$ cat config.mk
export PLATFORM = sky130hd
export DESIGN_NAME = uart_prog_loader
export DESIGN_NICKNAME = d
export VERILOG_FILES = /design/src/rtl/loader_pkg.sv /design/src/rtl/uart_rx_byte.sv /design/src/rtl/uart_prog_loader.sv
export SDC_FILE = /design/constraint.sdc
export NUM_CORES = 1
export LEC_CHECK = 0
export CAP_MARGIN = 20
export CORE_ASPECT_RATIO = 1.2
export CORE_MARGIN = 3
export CORE_UTILIZATION = 50
export DETAILED_ROUTE_END_ITERATION = 8
export PLACE_DENSITY_LB_ADDON = 0.08
export SLEW_MARGIN = 20
export SYNTH_ARGS = -nofsm -noshare
export SYNTH_HDL_FRONTEND = slang
export SYNTH_SLANG_ARGS = --single-unit
$ cat constraint.sdc
create_clock -name clock -period 10.8 [get_ports clock]
set_clock_uncertainty 0.1 [all_clocks]
set_input_delay 2.7 -clock clock [delete_from_list [all_inputs] [get_ports clock]]
set_output_delay 2.7 -clock clock [all_outputs]
set_load 0.03 [all_outputs]
$ cat src/rtl/loader_pkg.sv
// rtl/loader_pkg.sv - shared types and constants for the serial program loader
package loader_pkg;

    // UART receiver states
    typedef enum logic [1:0] {
        RX_IDLE,
        RX_START,
        RX_DATA,
        RX_STOP
    } rx_state_t;

    // Loader session states
    typedef enum logic {
        LD_IDLE,
        LD_LOAD
    } ld_state_t;

    localparam int BYTES_PER_WORD = 4;

    // Clock cycles per serial bit; callers must keep the result >= 4
    function automatic int clks_per_bit(input int clk_hz, input int baud);
        return clk_hz / baud;
    endfunction

endpackage

$ cat src/rtl/uart_rx_byte.sv
// rtl/uart_rx_byte.sv - 8N1 UART byte receiver with input synchroniser
//
// Ports:
//   clock, reset      system clock, async active-high reset
//   rx                serial input, idle high, asynchronous to clock
//   byte_data[7:0]    last received byte (valid with byte_valid)
//   byte_valid        one-cycle pulse: byte received with a good stop bit
//   stop_err          one-cycle pulse: byte received with a low stop bit
module uart_rx_byte
    import loader_pkg::*;
#(
    parameter int CLK_HZ = 50000000,
    parameter int BAUD   = 115200
) (
    input  logic       clock,
    input  logic       reset,
    input  logic       rx,
    output logic [7:0] byte_data,
    output logic       byte_valid,
    output logic       stop_err
);

    localparam int CPB   = clks_per_bit(CLK_HZ, BAUD);
    localparam int HALF  = CPB / 2;
    localparam int CNT_W = $clog2(CPB);

    rx_state_t        state, state_n;
    logic             rx_s1, rx_s2, rx_prev;
    logic [CNT_W-1:0] cnt;
    logic [2:0]       bit_idx;
    logic             cnt_clr, shift_en, valid_n, err_n;
    logic             tick_half, tick_full;

    assign tick_half = (cnt == CNT_W'(HALF - 1));
    assign tick_full = (cnt == CNT_W'(CPB - 1));

    // Two-flop synchroniser plus one delayed copy for falling-edge detection
    always_ff @(posedge clock or posedge reset) begin
        if (reset) begin
            rx_s1   <= 1'b1;
            rx_s2   <= 1'b1;
            rx_prev <= 1'b1;
        end else begin
            rx_s1   <= rx;
            rx_s2   <= rx_s1;
            rx_prev <= rx_s2;
        end
    end

    always_ff @(posedge clock or posedge reset) begin
        if (reset) begin
            state <= RX_IDLE;
        end else begin
            state <= state_n;
        end
    end

    always_comb begin
        state_n  = state;
        cnt_clr  = 1'b0;
        shift_en = 1'b0;
        valid_n  = 1'b0;
        err_n    = 1'b0;
        case (state)
            RX_IDLE: begin
                cnt_clr = 1'b1;
                if (rx_prev && !rx_s2) begin
                    state_n = RX_START;
                end
            end
            RX_START: begin
                // Mid-start-bit re-check rejects short low glitches
                if (tick_half) begin
                    cnt_clr = 1'b1;
                    state_n = rx_s2 ? RX_IDLE : RX_DATA;
                end
            end
            RX_DATA: begin
                if (tick_full) begin
                    cnt_clr  = 1'b1;
                    shift_en = 1'b1;
                    if (bit_idx == 3'd7) begin
                        state_n = RX_STOP;
                    end
                end
            end
            RX_STOP: begin
                if (tick_full) begin
                    cnt_clr = 1'b1;
                    state_n = RX_IDLE;
                    if (rx_s2) begin
                        valid_n = 1'b1;
                    end else begin
                        err_n = 1'b1;
                    end
                end
            end
            default: state_n = RX_IDLE;
        endcase
    end

    always_ff @(posedge clock or posedge reset) begin
        if (reset) begin
            cnt        <= '0;
            bit_idx    <= 3'd0;
            byte_data  <= 8'h00;
            byte_valid <= 1'b0;
            stop_err   <= 1'b0;
        end else begin
            cnt        <= cnt_clr ? '0 : cnt + 1'b1;
            byte_valid <= valid_n;
            stop_err   <= err_n;
            if (state == RX_IDLE) begin
                bit_idx <= 3'd0;
            end else if (shift_en) begin
                bit_idx <= bit_idx + 3'd1;
            end
            // LSB arrives first, so shift in from the top
            if (shift_en) begin
                byte_data <= {rx_s2, byte_data[7:1]};
            end
        end
    end

endmodule

$ cat src/rtl/uart_prog_loader.sv
// rtl/uart_prog_loader.sv - UART program loader writing big-endian words to instruction memory
//
// Ports:
//   clock, reset      system clock, async active-high reset
//   rx                UART serial input (8N1)
//   load_en           level-sensitive load session enable
//   wr_en             one-cycle write strobe to instruction memory
//   wr_addr           byte address of the written word (multiple of 4)
//   wr_data           written word
//   cpu_hold          high while a session is active
//   word_count        words written in the current/last session
//   frame_err         sticky low-stop-bit flag, cleared at session start
//   checksum          mod-256 sum of accepted bytes when LOADER_CHECKSUM_EN
//                     is defined, otherwise constant zero
module uart_prog_loader
    import loader_pkg::*;
#(
    parameter int CLK_HZ = 50000000,
    parameter int BAUD   = 115200,
    parameter int ADDR_W = 10
) (
    input  logic              clock,
    input  logic              reset,
    input  logic              rx,
    input  logic              load_en,
    output logic              wr_en,
    output logic [ADDR_W-1:0] wr_addr,
    output logic [31:0]       wr_data,
    output logic              cpu_hold,
    output logic [15:0]       word_count,
    output logic              frame_err,
    output logic [7:0]        checksum
);

    localparam logic [1:0] LAST_IDX = 2'(BYTES_PER_WORD - 1);

    ld_state_t         state, state_n;
    logic [7:0]        byte_data;
    logic              byte_valid, stop_err;
    logic [ADDR_W-1:0] addr;
    logic [1:0]        idx;
    logic [23:0]       shift;
    logic              start_session;

    uart_rx_byte #(
        .CLK_HZ (CLK_HZ),
        .BAUD   (BAUD)
    ) u_rx (
        .clock      (clock),
        .reset      (reset),
        .rx         (rx),
        .byte_data  (byte_data),
        .byte_valid (byte_valid),
        .stop_err   (stop_err)
    );

    assign start_session = (state == LD_IDLE) && load_en;
    assign cpu_hold      = (state == LD_LOAD);

    always_ff @(posedge clock or posedge reset) begin
        if (reset) begin
            state <= LD_IDLE;
        end else begin
            state <= state_n;
        end
    end

    always_comb begin
        state_n = state;
        case (state)
            LD_IDLE: if (load_en)  state_n = LD_LOAD;
            LD_LOAD: if (!load_en) state_n = LD_IDLE;
            default: state_n = LD_IDLE;
        endcase
    end

    // Assembler: bytes shift in MSB-first so the 4th byte completes a big-endian word.
    // A byte completing in the cycle load_en falls is still handled, since state is
    // still LOAD in that cycle.
    always_ff @(posedge clock or posedge reset) begin
        if (reset) begin
            addr       <= '0;
            idx        <= 2'd0;
            shift      <= 24'h0;
            wr_en      <= 1'b0;
            wr_addr    <= '0;
            wr_data    <= 32'h0;
            word_count <= 16'h0;
            frame_err  <= 1'b0;
        end else begin
            wr_en <= 1'b0;
            if (start_session) begin
                addr       <= '0;
                idx        <= 2'd0;
                word_count <= 16'h0;
                frame_err  <= 1'b0;
            end else if (state == LD_LOAD) begin
                if (stop_err) begin
                    frame_err <= 1'b1;
                end
                if (byte_valid) begin
                    shift <= {shift[15:0], byte_data};
                    if (idx == LAST_IDX) begin
                        wr_en      <= 1'b1;
                        wr_addr    <= addr;
                        wr_data    <= {shift, byte_data};
                        addr       <= addr + ADDR_W'(BYTES_PER_WORD);
                        word_count <= word_count + 16'd1;
                        idx        <= 2'd0;
                    end else begin
                        idx <= idx + 2'd1;
                    end
                end
            end
        end
    end

`ifdef LOADER_CHECKSUM_EN
    logic [7:0] sum;

    always_ff @(posedge clock or posedge reset) begin
        if (reset) begin
            sum <= 8'h00;
        end else if (start_session) begin
            sum <= 8'h00;
        end else if ((state == LD_LOAD) && byte_valid) begin
            sum <= sum + byte_data;
        end
    end

    assign checksum = sum;
`else
    assign checksum = 8'h00;
`endif

endmodule

Yosys cells after proc, flatten, opt, wreduce, memory -nomap -nowiden
Cells that the tools add are included.

Add/sub/neg operators: 5. Equal/unequal tests: 12. Muxes and demuxes: 40. Bitwise gates (word level): 2. Reduce and logical (&&, ||, !) cells: 16.

Operators with widths (count): $mux W16 (4); $mux W10 (4); $mux W2 (10); $mux W1 (17); $add A16 B1 Y16 const B (1); $add A10 B3 Y10 const B (1); $ne A2 B1 Y1 const B (5); $reduce_bool A2 Y1 (5); $add A9 B1 Y9 const B (1); $eq A9 B8 Y1 const B (1); $eq A9 B9 Y1 const B (1); $mux W9 (1); $pmux W2 S4 (1); $eq A2 B2 Y1 const B (3); $mux W3 (2); $reduce_and A3 Y1 (2); $reduce_and A5 Y1 (1); $reduce_and A2 Y1 (2); $reduce_and A4 Y1 (1); $add A3 B1 Y3 const B (1); $eq A3 B3 Y1 const B (1); $pmux W1 S3 (1); $add A2 B1 Y2 const B (1); $eq A2 B1 Y1 const B (1); other kinds (5) (7).

Flip-flop bits (word level): 124. Bits of input ports: 4. Output and inout bits: 69. Logic and storage cells: 93.

Longest topological paths before layout
Depth after elaboration: 5. Gate-level depth with buffers: 6. Gate-level depth less buffers: 6.

Cells and area by module
A second synthesis with hierarchy kept.

Cell total of the unflattened synthesis: 479. Area total of the unflattened synthesis: 5159.9 um^2.

By module, submodules not included: uart_prog_loader (instances 1, cells each 373, area each 3848.7 um^2, sequential area each 2327.2 um^2); uart_rx_byte (instances 1, cells each 106, area each 1311.3 um^2, sequential area each 679.4 um^2).

Least setup slack after synthesis
OpenSTA, ideal clock, no wires.

Kind: input -> register. From: input port load_en. To: register word_count[10]. Setup time: 0.132 ns. Arrival time: 3.255 ns. Data required time: 10.568 ns. Path slack: 7.313 ns. Cell stages on the path: 3. Buffers on the path: 1. Cells stage by stage: nor2b_1 clkbuf_1 nor2_1.

Word-level cells in the longest chain between the ends: 3. Elaborated cells on any way between the ends: 6. Those cells by class: 1 x mux; 5 x reduce/logical.

Ends and longest elaborated chain: start: declaration (line uart_prog_loader.sv:25) `input logic load_en,`; $logic_and A1 B1 Y1 (*) (line uart_prog_loader.sv:57) `assign start_session = (state == LD_IDLE) && load_en;`; $reduce_bool A2 Y1 (no line); $reduce_and A3 Y1 (no line); end signal: assignment (line uart_prog_loader.sv:108) `word_count <= word_count + 16'd1;`; end: declaration (line uart_prog_loader.sv:30) `output logic [15:0] word_count,`.

Mark *: on every way between the ends. The rest lies on a longest branch, timed or not. A chain may end at the register's enable or synchronous reset.

Worst setup path after layout
From: register state, in the netlist cpu_hold. To: output port cpu_hold.

RTL lines: start: declaration (line uart_prog_loader.sv:37) `ld_state_t state, state_n;`; start signal: assignment (line uart_prog_loader.sv:64) `state <= state_n;`; end: declaration (line uart_prog_loader.sv:29) `output logic cpu_hold,`.

No word-level cell between the ends.

==> key figures <==
Status
  – Run status: completed

Critical path
  – Setup CP Type: flip-flop to primary output
  – Worst EP arrival: 1.71 ns
  – Element type at the critical path start: flip-flop
  – Crit-path slowest cell: clkdlybuf4s50_1
  – Cell family with the largest share of critical-path delay: buffers and inverters
  – Data required, critical path: 8.00 ns
  – Crit-path max cell delay: 0.75 ns
  – Worst Path Max Fanout: 11
  – Critical-path cell list: clkdlybuf4s50_1
  – Kind of end point of the critical path: primary output
  – CP Buf/Inv Count: 1

Yosys
  – Warnings, synthesis: 0
  – Compound-Gate Fraction of Synth Area: 3.27%
  – Adder-cell share of the synthesized area: 1.98%
  – Synth Area per Inst: 10.8 µm²
  – Sequential element share of the synthesized area: 59.6%
  – Async set-reset flop share out of synthesis: 100%
  – Post-Syn Area: 5040 µm²
  – Main combinational cell family by area after synthesis: simple AND/OR/NAND/NOR gates
  – #FFs+latches synth: 120
  – Post-synth EDFFs: 0
  – Synth Area in XOR/XNOR: 3.99%
  – Post-synthesis simple-gate area fraction: 19.5%
  – Dominant synthesized flop cell: dfrtp_1
  – Mapped Cells: 468
  – Multiplexer share of the synthesized area: 7.76%
  – Distinct cells, synth: 46

Floorplan
  – Row count: 39
  – # IOs: 73
  – Full die area: 11300 µm²
  – Die W: 97.7 µm
  – Die Y: 116 µm
  – Initial Util: 52.2%
  – Core area: 9660 µm²

Cells and area
  – Nets@finish: 546
  – Antenna cell count: 0
  – Area grow syn2layout: 26.7%
  – Share of layout cells above drive strength 1: 14.3%

STA
  – Setup Viol. Count Final: 0
  – RSZ-0062 raised after global routing: no
  – TNS Setup: 0 ns
  – Worst-Margin Slew: 1.05 ns
  – Fin. max-slew vios: 0
  – Final hold viol count: 0
  – Period utilization: 41.8%
  – Fmax: 0.222 GHz
  – Post-layout min period: 4.51 ns
  – Slew HR: 29.6%

Pwr
  – Psw: 244 µW
  – Logic pwr share: 4.7%
  – Sequential power share: 41.6%
  – Pleak: 3.09 nW
  – Int Power: 888 µW
  – Pwr/cell area: 177 nW/µm²
  – Power share of the clock group: 53.7%
  – Power Total: 1.13 mW
  – Peak VDD IR: 109 µV
  – Sw Share: 21.5%

Placed design
  – Port Buffers: 62
  – Detailed placer's ending HPWL: 6220 µm
  – Gp weighted congestion: 0.807

Route
  – Drt first pass iters: 4
  – Wl on met1: 4380 µm
  – Via density: 5.20
  – Routed wire per std cell: 14.8 µm
  – Final wirelength: 9950 µm
  – Met2 Wirelength: 5100 µm
  – Met3 Wirelength: 356 µm
  – 1st-iter DRT viols: 178
  – Max Used Layer: met4
  – Post-route ant nets: 0
  – Routed via count: 3485
  – DRC Markers: 0

CTS
  – Deepest clock path buffer count: 2
  – Post-CTS Setup Inserts: 0
  – Post-CTS Resized: 0
  – # hold bufs at CTS: 0
  – Worst-Skew Late Latency: 0.41 ns
  – CTS tree: done
  – Worst-path clk slew: 0.05 ns
  – Clock Sinks: 120
  – CTS root buf: clkbuf_16
  – CTS Buf Count: 17
  – H-tree depth: 4

Min path
  – Class of the worst hold path: flip-flop to flip-flop

Job
  – Max cap viols: 0

Global route
  – Initial antenna violation count: 0
  – Largest net degree at the start of global routing: 82
  – Gr usage total: 19.2%
  – First-pass GRT wire length: 17300 µm
  – Total congestion overflow: 0
  – Vias in the first global route: 3598
-- final timing paths --
path / cells past startpoint / startpoint / slack [ns] / to
max: 1 / cpu_hold / 6.29 / cpu_hold
min in group asynchronous: 2 / reset / 2.57 / cpu_hold
max in group asynchronous: 4 / reset / 6.83 / u_rx.rx_s1
min reg2reg: 0 / u_rx.rx_s1 / 0.25 / u_rx.rx_s2
min: 0 / u_rx.rx_s1 / 0.25 / u_rx.rx_s2
max reg2reg: 6 / idx[0] / 7.81 / addr[8]
-- layout by cell type, fill, tap and decap left out, drive strengths merged, types with 4 or more instances in the layout --
| cell type | n |
|---|---|
| a21oi | 8 |
| bufinv | 4 |
| clkbuf | 22 |
| clkdlybuf4s50 | 62 |
| conb | 10 |
| dfrtp | 117 |
| ha | 8 |
| inv | 12 |
| mux2 | 33 |
| nand2 | 136 |
| nand3 | 9 |
| nand4 | 10 |
| nor2 | 28 |
| nor3 | 9 |
| nor4 | 5 |
| o21ai | 9 |
| or3 | 4 |
| xnor2 | 16 |
| xor2 | 7 |
-- synth_stat cells (all sizes together) (2+ instances only) --
cell | count | area, µm²
nand2 | 136 | 510
dfrtp | 117 | 2930
mux2 | 33 | 372
nor2 | 28 | 105
xnor2 | 16 | 140
clkbuf | 14 | 52.6
buf | 13 | 97.6
inv | 11 | 41.3
nand4 | 10 | 68.8
nand3 | 9 | 57.6
nor3 | 9 | 45.0
o21ai | 9 | 45.0
a21oi | 8 | 40.0
ha | 8 | 100
xor2 | 7 | 61.3
nor4 | 5 | 31.3
or3 | 4 | 25.0
dfstp | 3 | 78.8
nor2b | 3 | 18.8
a31oi | 2 | 12.5
and4 | 2 | 17.5
mux2i | 2 | 20.0
-- state kept, by name (all words and copies together) (netlist names), 3 cells and up --
register        flops
wr_data            32
addr                8
wr_addr             8
shift              24
u_rx.bit_idx        3
u_rx.byte_data      8
word_count         16
u_rx.cnt            9
-- layout make-up --
type	instances	area (µm²)
clock inverter	10	165
tap	123	154
inverter	11	43.8
clock buffer	22	484
fill	743	3270
multi-input combinational	319	1880
sequential	120	3010
timing repair buffer	65	656
-- through the flow --
stage | utilization [%] | worst slack [ns] | std cells | area (µm²) | hold WS (ns)
global route | 66.1 | 6.22 | 670 | 6390 | 0.263
finish | 66.1 | 6.29 | 670 | 6390 | 0.255
CTS | 65.9 | 6.27 | 669 | 6370 | 0.255
detailed placement | 59.2 | 6.10 | 637 | 5720 | 0.247
floorplan | - | 4.82 | 477 | 5080 | 0.245
global placement | 59.2 | 6.14 | 637 | 5720 | 0.246
-- power by group through the flow --
stage	clock network (mW)	logic [mW]	registers [mW]
floorplan	0	0.0447	0.474
global placement	0	0.0505	0.478
detailed placement	0	0.0528	0.478
finish	0.608	0.0528	0.471
global route	0.643	0.0611	0.473
CTS	0.619	0.0530	0.471
-- routing by layer --
metal  global-route usage (%)  vias up
met5                        0        -
met4                     7.02        0
met3                     5.06       12
met2                     32.8       78
met1                     23.6     1730
li1                         -     1665
-- cells by family (layout without fill, tap and decap cells) --
group                      Yosys count  in the layout
DFF                                120            120
and+or+nand+nor                    217            217
other                                1             10
adders and majority gates            8              8
AOI/OAI and AO/OA                   26             26
muxes                               35             35
xor gates and xnor gates            23             23
buffers and inverters               38            108
Power figures use the tool's default switching activity.
